===== src/rtl/uart_rx_ctrl.sv =====
`default_nettype none
// ============================================================================
// Module   : uart_rx_ctrl
// Brief    : Oversampled UART receiver with majority sampling, parity, 1/2 stop
//            bits, false-start rejection and break detection.
// Revision : 1.0 - initial release
// ============================================================================
module uart_rx_ctrl #(
    parameter int DATA_WIDTH = 8,
    parameter int OVERSAMPLE = 16
) (
    input  logic                  CLK,
    input  logic                  RST,
    input  logic                  RX_TICK,
    input  logic                  RX_IN,
    input  logic                  PAR_EN,
    input  logic                  PAR_ODD,
    input  logic                  STOP2,
    output logic [DATA_WIDTH-1:0] P_DATA,
    output logic                  DATA_VALID,
    output logic                  PAR_ERR,
    output logic                  FRM_ERR,
    output logic                  BREAK_DET,
    output logic                  BUSY
);

    localparam int c_CW = $clog2(OVERSAMPLE);
    localparam int c_BW = $clog2(DATA_WIDTH);
    localparam int c_M  = OVERSAMPLE / 2;

    typedef enum logic [2:0] {
        S_IDLE     = 3'd0,
        S_START    = 3'd1,
        S_DATA     = 3'd2,
        S_PARITY   = 3'd3,
        S_STOP     = 3'd4,
        S_STOP_2   = 3'd5,
        S_BRK_WAIT = 3'd6
    } state_t;

    state_t                r_state;
    logic [c_CW-1:0]       r_cnt;
    logic [c_BW-1:0]       r_bitcnt;
    logic [DATA_WIDTH-1:0] r_shift;
    logic                  r_sync1, r_sync2;
    logic                  r_s0, r_s1;
    logic                  r_par_en, r_par_odd, r_stop2;
    logic                  r_par_err, r_par_bit, r_stop_bad;

    logic w_rxs, w_maj, w_mid, w_end, w_final, w_stop_bad, w_brk;

    assign w_rxs      = r_sync2;
    assign w_maj      = (r_s0 & r_s1) | (r_s0 & w_rxs) | (r_s1 & w_rxs);
    assign w_mid      = (r_cnt == c_CW'(c_M + 1));
    assign w_end      = (r_cnt == c_CW'(OVERSAMPLE - 1));
    // Last stop bit is resolved mid-bit, leaving half a bit of resync margin
    assign w_final    = w_mid && (((r_state == S_STOP) && !r_stop2) || (r_state == S_STOP_2));
    assign w_stop_bad = r_stop_bad | ~w_maj;
    assign w_brk      = w_stop_bad && (r_shift == '0) && !(r_par_en && r_par_bit);
    assign BUSY       = (r_state != S_IDLE);

    always_ff @(posedge CLK or negedge RST) begin
        if (!RST) begin
            r_state    <= S_IDLE;
            r_cnt      <= '0;
            r_bitcnt   <= '0;
            r_shift    <= '0;
            r_sync1    <= 1'b1;
            r_sync2    <= 1'b1;
            r_s0       <= 1'b1;
            r_s1       <= 1'b1;
            r_par_en   <= 1'b0;
            r_par_odd  <= 1'b0;
            r_stop2    <= 1'b0;
            r_par_err  <= 1'b0;
            r_par_bit  <= 1'b0;
            r_stop_bad <= 1'b0;
            P_DATA     <= '0;
            DATA_VALID <= 1'b0;
            PAR_ERR    <= 1'b0;
            FRM_ERR    <= 1'b0;
            BREAK_DET  <= 1'b0;
        end else begin
            r_sync1    <= RX_IN;
            r_sync2    <= r_sync1;
            DATA_VALID <= 1'b0;
            PAR_ERR    <= 1'b0;
            FRM_ERR    <= 1'b0;
            BREAK_DET  <= 1'b0;
            if (RX_TICK) begin
                if (r_state != S_IDLE && r_state != S_BRK_WAIT) begin
                    r_cnt <= w_end ? '0 : r_cnt + 1'b1;
                    if (r_cnt == c_CW'(c_M - 1)) r_s0 <= w_rxs;
                    if (r_cnt == c_CW'(c_M))     r_s1 <= w_rxs;
                end
                case (r_state)
                    S_IDLE: begin
                        if (!w_rxs) begin
                            r_state    <= S_START;
                            r_cnt      <= c_CW'(1);
                            r_bitcnt   <= '0;
                            r_par_en   <= PAR_EN;
                            r_par_odd  <= PAR_ODD;
                            r_stop2    <= STOP2;
                            r_par_err  <= 1'b0;
                            r_par_bit  <= 1'b0;
                            r_stop_bad <= 1'b0;
                        end
                    end
                    S_START: begin
                        if (w_mid && w_maj) begin
                            r_state <= S_IDLE;
                            r_cnt   <= '0;
                        end else if (w_end) begin
                            r_state <= S_DATA;
                        end
                    end
                    S_DATA: begin
                        if (w_mid) r_shift <= {w_maj, r_shift[DATA_WIDTH-1:1]};
                        if (w_end) begin
                            if (r_bitcnt == c_BW'(DATA_WIDTH - 1)) begin
                                r_bitcnt <= '0;
                                r_state  <= r_par_en ? S_PARITY : S_STOP;
                            end else begin
                                r_bitcnt <= r_bitcnt + 1'b1;
                            end
                        end
                    end
                    S_PARITY: begin
                        if (w_mid) begin
                            r_par_bit <= w_maj;
                            r_par_err <= ((^r_shift) ^ w_maj) != r_par_odd;
                        end else if (w_end) begin
                            r_state <= S_STOP;
                        end
                    end
                    S_STOP: begin
                        if (w_mid && r_stop2) r_stop_bad <= ~w_maj;
                        if (w_end && r_stop2) r_state <= S_STOP_2;
                    end
                    S_STOP_2: begin
                    end
                    S_BRK_WAIT: begin
                        if (w_rxs) r_state <= S_IDLE;
                    end
                    default: r_state <= S_IDLE;
                endcase
                if (w_final) begin
                    r_cnt <= '0;
                    if (w_brk) begin
                        BREAK_DET <= 1'b1;
                        FRM_ERR   <= 1'b1;
                        r_state   <= S_BRK_WAIT;
                    end else if (w_stop_bad) begin
                        FRM_ERR <= 1'b1;
                        PAR_ERR <= r_par_err;
                        r_state <= S_IDLE;
                    end else if (r_par_err) begin
                        PAR_ERR <= 1'b1;
                        r_state <= S_IDLE;
                    end else begin
                        P_DATA     <= r_shift;
                        DATA_VALID <= 1'b1;
                        r_state    <= S_IDLE;
                    end
                end
            end
        end
    end

endmodule
`default_nettype wire


===== config.mk =====
export PLATFORM = sky130hd
export DESIGN_NAME = uart_rx_ctrl
export DESIGN_NICKNAME = d
export VERILOG_FILES = /design/src/rtl/uart_rx_ctrl.sv
export SDC_FILE = /design/constraint.sdc
export NUM_CORES = 1
export LEC_CHECK = 0
export CORE_MARGIN = 4
export CORE_UTILIZATION = 40
export DETAILED_ROUTE_END_ITERATION = 12
export PLACE_DENSITY = 0.61
export SLEW_MARGIN = 25
export SYNTH_ARGS = -nofsm -noshare
export SYNTH_HDL_FRONTEND = slang
export SYNTH_SLANG_ARGS = --single-unit
export TNS_END_PERCENT = 50

===== constraint.sdc =====
create_clock -name CLK -period 3.3 [get_ports CLK]
set_clock_uncertainty 0.15 [all_clocks]
set_input_delay 0.33 -clock CLK [delete_from_list [all_inputs] [get_ports CLK]]
set_output_delay 0.33 -clock CLK [all_outputs]
set_load 0.05 [all_outputs]

==> results list, run 1 <==
* Run status: complete, but fails checks
- Die Area: 6280 um2
* Number of cells produced by synthesis: 195
* Weighted congestion reported at the end of routability-driven placement: 0.893
* Syn-to-layout area delta: 16.6%
- By area, the combinational part of the netlist is dominated by simple AND/OR/NAND/NOR gates.
- Setup violations remaining at the end of the flow were counted as 0.
- The worst path needs 2.52 ns of the cycle, external delays included.
* RSZ-0062 raised after global routing: no
- Clock tree synthesis inserted a total of 5 buffers.
- Hold timing on the final database bottoms out at a slack of -0.0000485 ns.
* Crit start category: flip-flop
- Post-DP HPWL: 2740 um
- Maximum level of the CTS H-tree: 2
- Yosys attributes the largest share of cell area to sky130_fd_sc_hd__dfrtp_1 (44%), sky130_fd_sc_hd__ha_1 (5.5%), sky130_fd_sc_hd__dfstp_2 (5.2%), sky130_fd_sc_hd__mux2_1 (5.0%), sky130_fd_sc_hd__o21ai_0 (3.5%).
- At the pin with the least slew margin, the transition time is 0.860 ns.
- Aggregate negative setup slack: 0 ns
* Final Slew Violations: 0
- Worst relative slew slack: 42.7%
- For this design the static power due to leakage is between 1 and 1.5 nW.
- After the first detailed-routing iteration, the DRC count stood at 138.
- Post-route fraction of the period consumed by the critical path: 76.5%
- Of the total synthesized cell area, the portion taken by XOR and XNOR cells is around 2.2%.
* Sequence of cells on the critical path: inv_1, nand3_1, clkdlybuf4s50_1
- Maximum vdd ir drop: about 0.43 mV
- The number of global-route vias before repair came to ~1400.
- Number of port buffers: 19
- After layout, the design draws a total of roughly 0.0018 W.
- Once detail routing completed, the nets flagged for antenna violations numbered 0.
- Async set-or-reset flop fraction in the synthesized netlist: 100%
- Endpoint class of the critical path: primary output
- The startpoint identified for the worst register-to-register timing path is r_cnt[0].
- No sink is reached through more buffers than the 2 on the longest clock path.
- 0 antenna diodes ended up in the layout.
- Number of enable-type register cells in the synthesized netlist: 0
* Violated checks: hold timing
* Maximum number of pins on one net before global-route repair: 41
- DR vias/cell: 5.23
* Share of Yosys cell area claimed by the top area cell type: 44.4%
- The number of nets in the synthesized netlist is 211.
- Total routing usage reported by global routing: approximately 14%
- The critical path starts at r_state[0].
* Post-CTS setup repair buffer count: 0
- Cell row count: 25
- Number of gates resized after cts: 0
- In this design, the largest share of critical-path delay is due to buffers and inverters.
- The number of hold-slack violations in the final timing report came to 1.
- Mean Syn Cell Area: 10.4 um2
- For the worst setup path, the data arrival time is approximately 2.0 ns.
- TritonCTS built the clock tree.
* Number of nets at the end of the flow: around 230
- Cell area after placement: 2280 um2
- Data required time at the worst endpoint: roughly 2.8 ns
* Power Density: a little under 800 nW/um2
- Starting density of the core: between 40% and 50%
* F_max: ~0.40 GHz
- Max-cap violation count: 0
- In the synthesized netlist, the cells that appear most often are sky130_fd_sc_hd__dfrtp_1 (36), sky130_fd_sc_hd__inv_1 (17), sky130_fd_sc_hd__nand2_1 (14), sky130_fd_sc_hd__o21ai_0 (14), sky130_fd_sc_hd__nor2_1 (11).
* Util after Layout: 49.1%
* Share of final-layout standard cells stronger than drive strength 1: 11.1%
* Clock-pin slew reported for the worst setup and hold paths after clock tree synthesis: around 0.080 ns
- The pre-antenna-repair detailed-routing pass consisted of 4 iterations.
- Of the synthesized area, sequential elements account for between 40% and 50%.
- Fraction of the mapped netlist area in compound gates: 14.4%
- Via count: 1484
* Top fanout value on the critical path: 11
- Critical path class: flip-flop to primary output
* Distinct cell type count of the synthesized netlist: 48
* Post-synth design cell area: 2030 um2
* Top-level port count: 20
* Slowest Stage Delay on Critical Path: 0.81 ns
- Cell with the most instances after synthesis: sky130_fd_sc_hd__dfrtp_1
* Mux share of post-synthesis cell area: 8.20%
- For this run, the leading register cell type out of synthesis is sky130_fd_sc_hd__dfrtp_1.
* Count of yosys warnings during synthesis: 0
- Together, buffers and inverters on the worst path number 2.
- The slowest stage of the critical path belongs to the cell sky130_fd_sc_hd__clkdlybuf4s50_1.
* Post-CTS Hold Fix Bufs: 0
- Total routed wirelength: 3800 um
* Horizontal extent of the die: 79.2 um
- The worst hold path belongs to the class input pin to async pin.
- For the worst-skew pair, the clock arrives at the later sink with an insertion delay of 0.29 ns.
* Adder-cell share of the synthesized area: under 10%
* First-pass GRT wire length: around 7000 um
- GRT Residual Overflow: 0
* Initial antenna violation count: 0
* Routed length per placed instance: 13.4 um
* Cell taking the most area after synthesis: sky130_fd_sc_hd__dfrtp_1
- Count of clock tree sinks: 40
- The cell sitting at the root of the clock tree is a sky130_fd_sc_hd__clkbuf_8.
* Count of unresolved DRC violations after routing: 0
* Post-route standard cell area excluding fillers: 2370 um2
- Flop and latch count out of synthesis: 40
- Simple-gate share of the synthesized area: 14.8%
* Standard cell core area: 4820 um2
- Measured along the y axis, the die boundary spans 79.2 um.
## layout make-up
| cell class | instances | area, um2 |
|---|---|---|
| fillers | 482 | 2450 |
| multi-input cells | 131 | 927 |
| repair buffers | 21 | 200 |
| inverters | 18 | 67.6 |
| clock inverters | 2 | 12.5 |
| well taps | 67 | 83.8 |
| flip-flops and latches | 40 | 1010 |
| clock buffers | 5 | 68.8 |
## final timing paths
check	end	slack [ns]	cells past startpoint
max reg2reg	r_state[2]	0.99	7
max	BUSY	0.78	3
min in group CLK	r_sync2	0.21	0
min	r_par_bit	-0.00005	1
min reg2reg	r_sync2	0.21	0
max in group asynchronous	r_bitcnt[2]	2.47	1
## through the flow
stage | instances | setup WS [ns]
final | 284 | 0.776
after detailed placement | 277 | 0.834
after floorplan | 195 | 1.31
after CTS | 284 | 0.762
after global placement | 277 | 0.889
after global routing | 284 | 0.629
## logic make-up (layout without fill, tap and decap cells)
logic type / after synthesis / in the layout
buf+inv: 24 / 46
simple gates: 57 / 57
compound gates: 44 / 44
mux: 15 / 15
flops: 40 / 40
xor+xnor: 5 / 5
fa+ha+maj: 10 / 10
## placed cells by master, fill, tap and decap left out, types with 5 or more instances in the layout
cell type	n
sky130_fd_sc_hd__nand3_1	9
sky130_fd_sc_hd__clkdlybuf4s50_1	18
sky130_fd_sc_hd__inv_1	17
sky130_fd_sc_hd__ha_1	9
sky130_fd_sc_hd__nand2_1	14
sky130_fd_sc_hd__dfrtp_1	36
sky130_fd_sc_hd__mux2_1	9
sky130_fd_sc_hd__nor2_1	11
sky130_fd_sc_hd__o21ai_0	14
sky130_fd_sc_hd__clkbuf_8	5
sky130_fd_sc_hd__a21oi_1	7
## report_power, final
part | total (W) | internal (W) | switching, W
Combinational | 0.000744 | 0.000336 | 0.000409
Sequential | 0.000778 | 0.000625 | 0.000152
Clock | 0.000302 | 0.000143 | 0.000160
## sequential cells by signal (all words and copies together), names as in the netlist, 3 cells and up
| register | cells |
|---|---|
| r_state | 3 |
| r_bitcnt | 3 |
| r_shift | 8 |
| r_cnt | 4 |
| P_DATA | 8 |
## layer usage
metal  GRT usage (%)  up-vias  share of wire [%]  wire (um)
met5               0        -                  0          0
met4            7.22        0                2.2         82
met3            2.72        7                6.1        230
met2            18.9       51                 41       1550
met1            20.7      693                 51       1930
li1                -      733                  -          -
(Power assumes the default switching activity.)
==> inputs of run 2 (changes only) <==
--- a/config.mk
+++ b/config.mk
@@ -8,7 +8,7 @@
 export CORE_MARGIN = 4
 export CORE_UTILIZATION = 40
 export DETAILED_ROUTE_END_ITERATION = 12
-export PLACE_DENSITY = 0.61
+export PLACE_DENSITY = 0.64
 export SLEW_MARGIN = 25
 export SYNTH_ARGS = -nofsm -noshare
 export SYNTH_HDL_FRONTEND = slang
==> constraint.sdc (replaced) <==
create_clock -name CLK -period 2.2 [get_ports CLK]
set_clock_uncertainty 0.15 [all_clocks]
set_input_delay 0.22 -clock CLK [delete_from_list [all_inputs] [get_ports CLK]]
set_output_delay 0.22 -clock CLK [all_outputs]
set_load 0.05 [all_outputs]
==> run 2 against run 1 <==
Effect of this change:
- the run now ends clean
- first-iteration DRC count is 7.2% lower
- count of clock-buffer cells in the layout unchanged
- die area did not move
- combinational power increased by 73%
- cell area is 6.6% higher
- via count increased by 5.7%
- largest power group is now combinational logic
- setup slack lost 0.66 ns
- non-clock buffer count grew 14
- cell count rose by 5.3%
- clock power grew 100%
- power grew 66%
- sequential power increased by 45%
- largest cell class unchanged
==> results list, run 2 (synthesis results as in run 1) <==
- Derived from the worst setup path, the maximum achievable clock frequency is 0.481 GHz.
- The final net count came to 247 (was 233).
- The CTS buffer count was 5 (unchanged).
- Worst hold margin: 0.183 ns (was -0.0000485 ns)
- Total power of the final layout: 0.00302 W (was 0.00182 W)
* Top fanout value on the critical path: 5 (was 11)
* Wire length on met2: 1720 um (was 1550 um)
* Starting density of the core: 42.1% (unchanged)
- Run status: completed (was complete, but fails checks)
- Maximum number of pins on one net before global-route repair: 24 (was 41)
- The final count of negative-setup-slack endpoints came to 0 (unchanged).
* Data required time at the worst endpoint: 2.29 ns (was 2.82 ns)
- Crit path setup slack, layout: 0.120 ns (was 0.776 ns)
- GRT Residual Overflow: 0 (unchanged)
- The data arrival at the endpoint of the critical path is 2.17 ns (was 2.04 ns).
- The sort of element at the start of the critical path was a flip-flop (unchanged).
- Metal-1 WL: 1900 um (was 1930 um)
* Transition at the pin with the smallest max-transition slack: 0.496 ns (was 0.860 ns)
- The synthesis-to-finish area growth was 24.3% (was 16.6%).
- The reg-to-reg startpoint was r_cnt[1] (was r_cnt[0]).
* 1st-pass router iterations: 5 (was 4)
- The overall die height is 79.2 um (unchanged).
- Largest registers ranked by flip-flop count: P_DATA (8), r_shift (8), r_cnt (4) (unchanged)
* Count of clock tree sinks: 40 (unchanged)
- Via count: 1569 (was 1484)
- R2R depth: 9 (was 7)
* Clock-pin slew reported for the worst setup and hold paths after clock tree synthesis: 0.08 ns (about the same)
- The clock latency reported for the late side of the worst-skew pair is 0.29 ns (about the same).
- The worst path uses 94.6% of the clock period.
* Number of port buffers: 19 (unchanged)
- Most common library cell in the layout ignoring fill and taps: sky130_fd_sc_hd__dfrtp_1 (unchanged)
- Endpoint class of the critical path: flip-flop (was primary output)
- Inserted Diodes: 0 (unchanged)
* Util after Layout: 52.4% (was 49.1%)
* Total routed wirelength: 3920 um (was 3800 um)
* Total routing usage reported by global routing: 14.3% (was 13.9%)
* End of the worst hold path: r_sync1
- Initial antenna violation count: 0 (unchanged)
- Weighted congestion reported at the end of routability-driven placement: 0.869 (was 0.893)
- Power Density: 1200 nW/um2 (was 771 nW/um2)
- Max-cap violation count: 0 (unchanged)
* FF-to-FF setup slack: 0.12 ns (was 0.99 ns)
* Horizontal extent of the die: 79.2 um (unchanged)
- The final-report max-slew violation count is 0 (unchanged).
- The headroom to the max-slew limit is 66.8% (was 42.7%).
* Vias in the first global route: 1538 (was 1440)
- Commonest cells after routing, fill and taps aside: sky130_fd_sc_hd__dfrtp_1 (35), sky130_fd_sc_hd__inv_1 (17), sky130_fd_sc_hd__clkdlybuf4s50_1 (17) (was sky130_fd_sc_hd__dfrtp_1 (36), sky130_fd_sc_hd__clkdlybuf4s50_1 (18), sky130_fd_sc_hd__inv_1 (17))
* Placed Cells: 288 (was 277)
- Pre-CTS WS: 0.114 ns (was 0.834 ns)
- Static leakage: 1.15 nW (was 1.06 nW)
- The clock tree root driver cell is sky130_fd_sc_hd__clkbuf_8 (unchanged).
* Count of unresolved DRC violations after routing: 0 (unchanged)
- The highest routed metal layer was met4 (unchanged).
- Final Instance Count excl. Fillers: 299 (was 284)
- The length of routed met3 wiring is 226 um (was 230 um).
- Area used by sequential logic in the layout: 1010 um2 (about the same)
* Maximum vdd ir drop: 0.537 mV (was 0.431 mV)
- The path class of the lowest-slack min-delay path is input pin to flip-flop (was input pin to async pin).
* CTS tree: yes (unchanged)
* Cell row count: 25 (unchanged)
* Share of final-layout standard cells stronger than drive strength 1: 18.1% (was 11.1%)
* First-pass GRT wire length: 7140 um (was 6860 um)
- Die Area: 6280 um2 (unchanged)
* Top-level port count: 20 (unchanged)
- The filler cell count was 451 (was 482).
- The detailed-placement wirelength estimate came to 2900 um (was 2740 um).
- The category of the most critical setup path was flip-flop to flip-flop (was flip-flop to primary output).
* Post-layout minimum cycle time: roughly 2.1 ns
- Buffer depth of the longest clock path: 2 (unchanged)
* DR vias/cell: 5.25 (was 5.23)
- Maximum level of the CTS H-tree: 2 (unchanged)
- The placeable core region was 4820 um2 (unchanged).
- The endpoint of the lowest-slack register-to-register path is r_state[0] (was r_state[2]).
* Antenna-violating nets left: 0 (unchanged)
- Number of DRC violations after detailed-routing iteration 0: 128 (was 138)
* Footprint of the multi-input gates: 931 um2 (was 927 um2)
- Routed length per placed instance: 13.1 um (was 13.4 um)
* Fin. Hold Viols: 0 (was 1)
* Hold_sp: RX_IN
- Counting instances, the worst hold path has a depth of 1.
[run 2: cell type report]
type | count | area share, %
Multi-Input combinational cell | 131 | 36.9
Timing Repair Buffer | 35 | 12.6
Sequential cell | 40 | 39.9
Clock buffer | 5 | 2.73
Tap cell | 67 | 3.32
Inverter | 18 | 2.68
Clock inverter | 3 | 1.84
[run 2: how the worst max path moves through the flow]
| stage | startpoint | endpoint | depth (start not counted) |
|---|---|---|---|
| 2_1_floorplan | r_cnt[1] | P_DATA[0] | 7 |
| 3_3_place_gp | r_cnt[1] | r_state[1] | 9 |
| 3_5_place_dp | r_cnt[0] | r_state[2] | 7 |
| 4_1_cts | r_cnt[0] | r_state[2] | 7 |
| 5_1_grt | r_cnt[1] | r_state[2] | 7 |
| 6_report | r_cnt[1] | r_state[0] | 9 |
[run 2: worst max-delay path: stages, from the launching register on]
cell and delay, ns:
sky130_fd_sc_hd__dfrtp_1 0.41, sky130_fd_sc_hd__inv_1 0.09, sky130_fd_sc_hd__ha_1 0.20, sky130_fd_sc_hd__and3b_1 0.19, sky130_fd_sc_hd__buf_4 0.15, sky130_fd_sc_hd__a21oi_2 0.14
sky130_fd_sc_hd__nor2_1 0.05, sky130_fd_sc_hd__o31a_1 0.30, sky130_fd_sc_hd__o21ai_1 0.20, sky130_fd_sc_hd__a22o_1 0.15
[run 2: report_power, final]
| group | internal [W] | switching [W] |
|---|---|---|
| logic | 0.000593 | 0.000694 |
| clock network | 0.000342 | 0.000264 |
| registers | 0.000940 | 0.000191 |
[run 2: per-layer routing]
metal / vias to the layer above / GRT usage (%)
li1: 772 / -
met1: 739 / 20.5
met2: 52 / 20.8
met3: 6 / 3.40
met4: 0 / 5.33
met5: - / 0
[run 2: per-stage QoR]
step	instance area, um2	TNS [ns]
after floorplan	2030	0
after global placement	2380	0
after detailed placement	2380	0
after CTS	2500	0
after global routing	2520	-0.000249
final	2520	0
[run 2: what timing repair did]
action	in CTS	in global routing
buffers inserted	0	2
hold buffers	1	0
setup endpoints to repair	0	3
gates resized for setup	0	3
endpoints found under the hold margin	17	0
==> inputs of run 3 (changes only) <==
--- a/config.mk
+++ b/config.mk
@@ -8,9 +8,8 @@
 export CORE_MARGIN = 4
 export CORE_UTILIZATION = 40
 export DETAILED_ROUTE_END_ITERATION = 12
-export PLACE_DENSITY = 0.64
+export PLACE_DENSITY = 0.61
 export SLEW_MARGIN = 25
 export SYNTH_ARGS = -nofsm -noshare
 export SYNTH_HDL_FRONTEND = slang
 export SYNTH_SLANG_ARGS = --single-unit
-export TNS_END_PERCENT = 50
==> constraint.sdc (replaced) <==
create_clock -name CLK -period 2.7 [get_ports CLK]
set_clock_uncertainty 0.15 [all_clocks]
set_input_delay 0.27 -clock CLK [delete_from_list [all_inputs] [get_ports CLK]]
set_output_delay 0.27 -clock CLK [all_outputs]
set_load 0.05 [all_outputs]
==> run 3 against run 2 <==
Effect of this change:
- via count shrank 5.7%
- first-iteration DRC count shrank 41%
- clock power shrank 31%
- power shrank 25%
- die area is the same
==> results list, run 3 (synthesis results as in run 1) <==
* Number of buffers and inverters on the critical path: 2 (unchanged)
- The DRC violation count after routing came to 0 (unchanged).
- The number of levels in the clock H-tree came to 2 (unchanged).
* Clock-pin slew reported for the worst setup and hold paths after clock tree synthesis: 0.08 ns (about the same)
- The site row count was 25 (unchanged).
* Die outline height: 79.2 um (unchanged)
- The CTS buffer count came to 5 (unchanged).
* Hold_sp: r_sync1 (was RX_IN)
- The post-detailed-routing wire length was 3870 um (was 3920 um).
* Maximum vdd ir drop: 0.366 mV (was 0.537 mV)
* Share of final-layout standard cells stronger than drive strength 1: 11.8% (was 18.1%)
* RSZ-0062 raised after global routing: no
- Horizontal extent of the die: 79.2 um (unchanged)
* Aggregate negative setup slack: 0 ns (unchanged)
* DR vias/cell: 5.15 (was 5.25)
- Power Density: 948 nW/um2 (was 1200 nW/um2)
- The initial detailed-routing violation count is 76 (was 128).
- Static leakage: 1.07 nW (was 1.15 nW)
* Slowest Stage Delay on Critical Path: 0.82 ns (was 0.41 ns)
- Top fanout value on the critical path: 11 (was 5)
- Crit path from: r_state[0] (was r_cnt[1])
* Standard cell core area: 4820 um2 (unchanged)
- First-pass GRT wire length: 6950 um (was 7140 um)
* Initial antenna violation count: 0 (unchanged)
- Run status: completed (unchanged)
- Top delay family on crit path: buffers and inverters (was compound AO/OA/AOI/OAI gates)
- The number of top-level pins was 20 (unchanged).
- Crit path setup slack, layout: 0.251 ns (was 0.120 ns)
- The data arrival at the endpoint of the critical path was 2.03 ns (was 2.17 ns).
* GRT Residual Overflow: 0 (unchanged)
* Post-layout minimum cycle time: 2.45 ns
* Routed length per placed instance: 13.5 um (was 13.1 um)
- Final Slew Violations: 0 (unchanged)
- Post-DP HPWL: 2800 um (was 2900 um)
* Crit start category: flip-flop (unchanged)
- The reg-to-reg startpoint is r_state[2] (was r_cnt[1]).
- The post-placement setup slack came to 0.443 ns (was 0.114 ns).
- Worst hold path class: flip-flop to flip-flop (was input pin to flip-flop)
* Post-route fraction of the period consumed by the critical path: 90.7%
- Critical path class: flip-flop to primary output (was flip-flop to flip-flop)
* Starting density of the core: 42.1% (unchanged)
* Weighted congestion reported at the end of routability-driven placement: 0.896 (was 0.869)
- Syn-to-layout area delta: 18.4% (was 24.3%)
- Worst hold margin: 0.207 ns (was 0.183 ns)
- Crit-path slowest cell: sky130_fd_sc_hd__clkdlybuf4s50_1 (was sky130_fd_sc_hd__dfrtp_1)
- Number of nets at the end of the flow: 235 (was 247)
- Util after Layout: 49.9% (was 52.4%)
- Post-CTS setup repair buffer count: 0 (unchanged)
* Largest registers ranked by flip-flop count: P_DATA (8), r_shift (8), r_cnt (4) (unchanged)
- Inserted Diodes: 0 (unchanged)
- The required time at the worst-slack endpoint came to 2.28 ns (was 2.29 ns).
* Clock tree root driver cell: sky130_fd_sc_hd__clkbuf_8 (unchanged)
* Total setup violations reported at the end of the flow: 0 (unchanged)
- Total routing usage reported by global routing: 14.1% (was 14.3%)
- The number of hold-slack violations in the final timing report is 0 (unchanged).
- Buffer depth of the longest clock path: 2 (unchanged)
- The pin count of the biggest net entering global routing came to 41 (was 24).
- F_max: 0.408 GHz
* Via count: 1479 (was 1569)
- 1st-pass router iterations: 4 (was 5)
* Die Area: 6280 um2 (unchanged)
- Commonest cells after routing, fill and taps aside: sky130_fd_sc_hd__dfrtp_1 (36), sky130_fd_sc_hd__clkdlybuf4s50_1 (18), sky130_fd_sc_hd__inv_1 (17) (was sky130_fd_sc_hd__dfrtp_1 (35), sky130_fd_sc_hd__inv_1 (17), sky130_fd_sc_hd__clkdlybuf4s50_1 (17)).
- The count of antenna-violating nets left after detailed routing came to 0 (unchanged).
- The number of maximum-capacitance constraint violations is 0 (unchanged).
* Vias in the first global route: 1462 (was 1538)
- The commonest non-fill, non-tap cell in the layout is sky130_fd_sc_hd__dfrtp_1 (unchanged).
- Number of port buffers: 19 (unchanged)
- Count of clock tree sinks: 40 (unchanged)
- Endpoint class of the critical path: primary output (was flip-flop)
* Worst relative slew slack: 60.9% (was 66.8%)
* Clock insertion delay at the later pin of the skew report: 0.29 ns (about the same)
- Sequence of cells on the critical path: inv_1, nand3_1, clkdlybuf4s50_1 (was inv_1, ha_1, and3b_1, buf_4, a21oi_2, nor2_1, o31a_1, o21ai_1, a22o_1).
- Transition at the pin with the smallest max-transition slack: 0.585 ns (was 0.496 ns)
- CTS tree: yes (unchanged)
-- run 3: final timing paths --
kind | to | slack, ns | cells after the start
min in group asynchronous | DATA_VALID | 0.33 | 2
max in group asynchronous | r_sync1 | 1.69 | 2
max | BUSY | 0.25 | 3
min reg2reg | r_sync2 | 0.21 | 0
min | r_sync2 | 0.21 | 0
max reg2reg | P_DATA[5] | 0.42 | 5
-- run 3: layer usage --
layer	GRT usage, %	part of all wire [%]	routed length, um	vias up
met4	7.22	2.0	78	0
met5	0	0	0	-
met2	20.5	42	1630	33
met1	20.1	52	2000	707
met3	2.38	4.3	168	5
li1	-	-	-	734
-- run 3: timing repair --
action                     in CTS  in global routing
setup endpoints to repair       0                  0
gates resized for setup         0                  0
hold buffers                    1                  0
hold endpoints to repair       36                  0
-- run 3: worst register-to-register path, delay by kind of cell, from the launching register on --
family,cells,cell delay [ns]
DFF,1,0.58
buffers and inverters,1,0.21
and+or+nand+nor,3,0.89
muxes,1,0.34
-- run 3: layout make-up --
cell class	instances	area (um2)
Clock inverter	2	15.0
Multi-Input combinational cell	131	927
Fill cell	457	2410
Sequential cell	40	1010
Timing Repair Buffer	23	220
Tap cell	67	83.8
Clock buffer	6	82.6
Inverter	18	67.6
-- run 3: stage by stage --
stage / total power [W] / cell area [um2] / std cells
after global placement: 0.00186 / 2290 / 278
after floorplan: 0.00166 / 2030 / 195
final: 0.00228 / 2400 / 287
after global routing: 0.00249 / 2400 / 287
after detailed placement: 0.00186 / 2290 / 278
after CTS: 0.00230 / 2400 / 287
-- run 3: power by group --
part / internal (W) / switching [W] / total (W) / leakage [nW]
clock network: 0.000207 / 0.000209 / 0.000416 / 0.0434
registers: 0.000764 / 0.000181 / 0.000945 / 0.504
logic: 0.000414 / 0.000501 / 0.000915 / 0.527
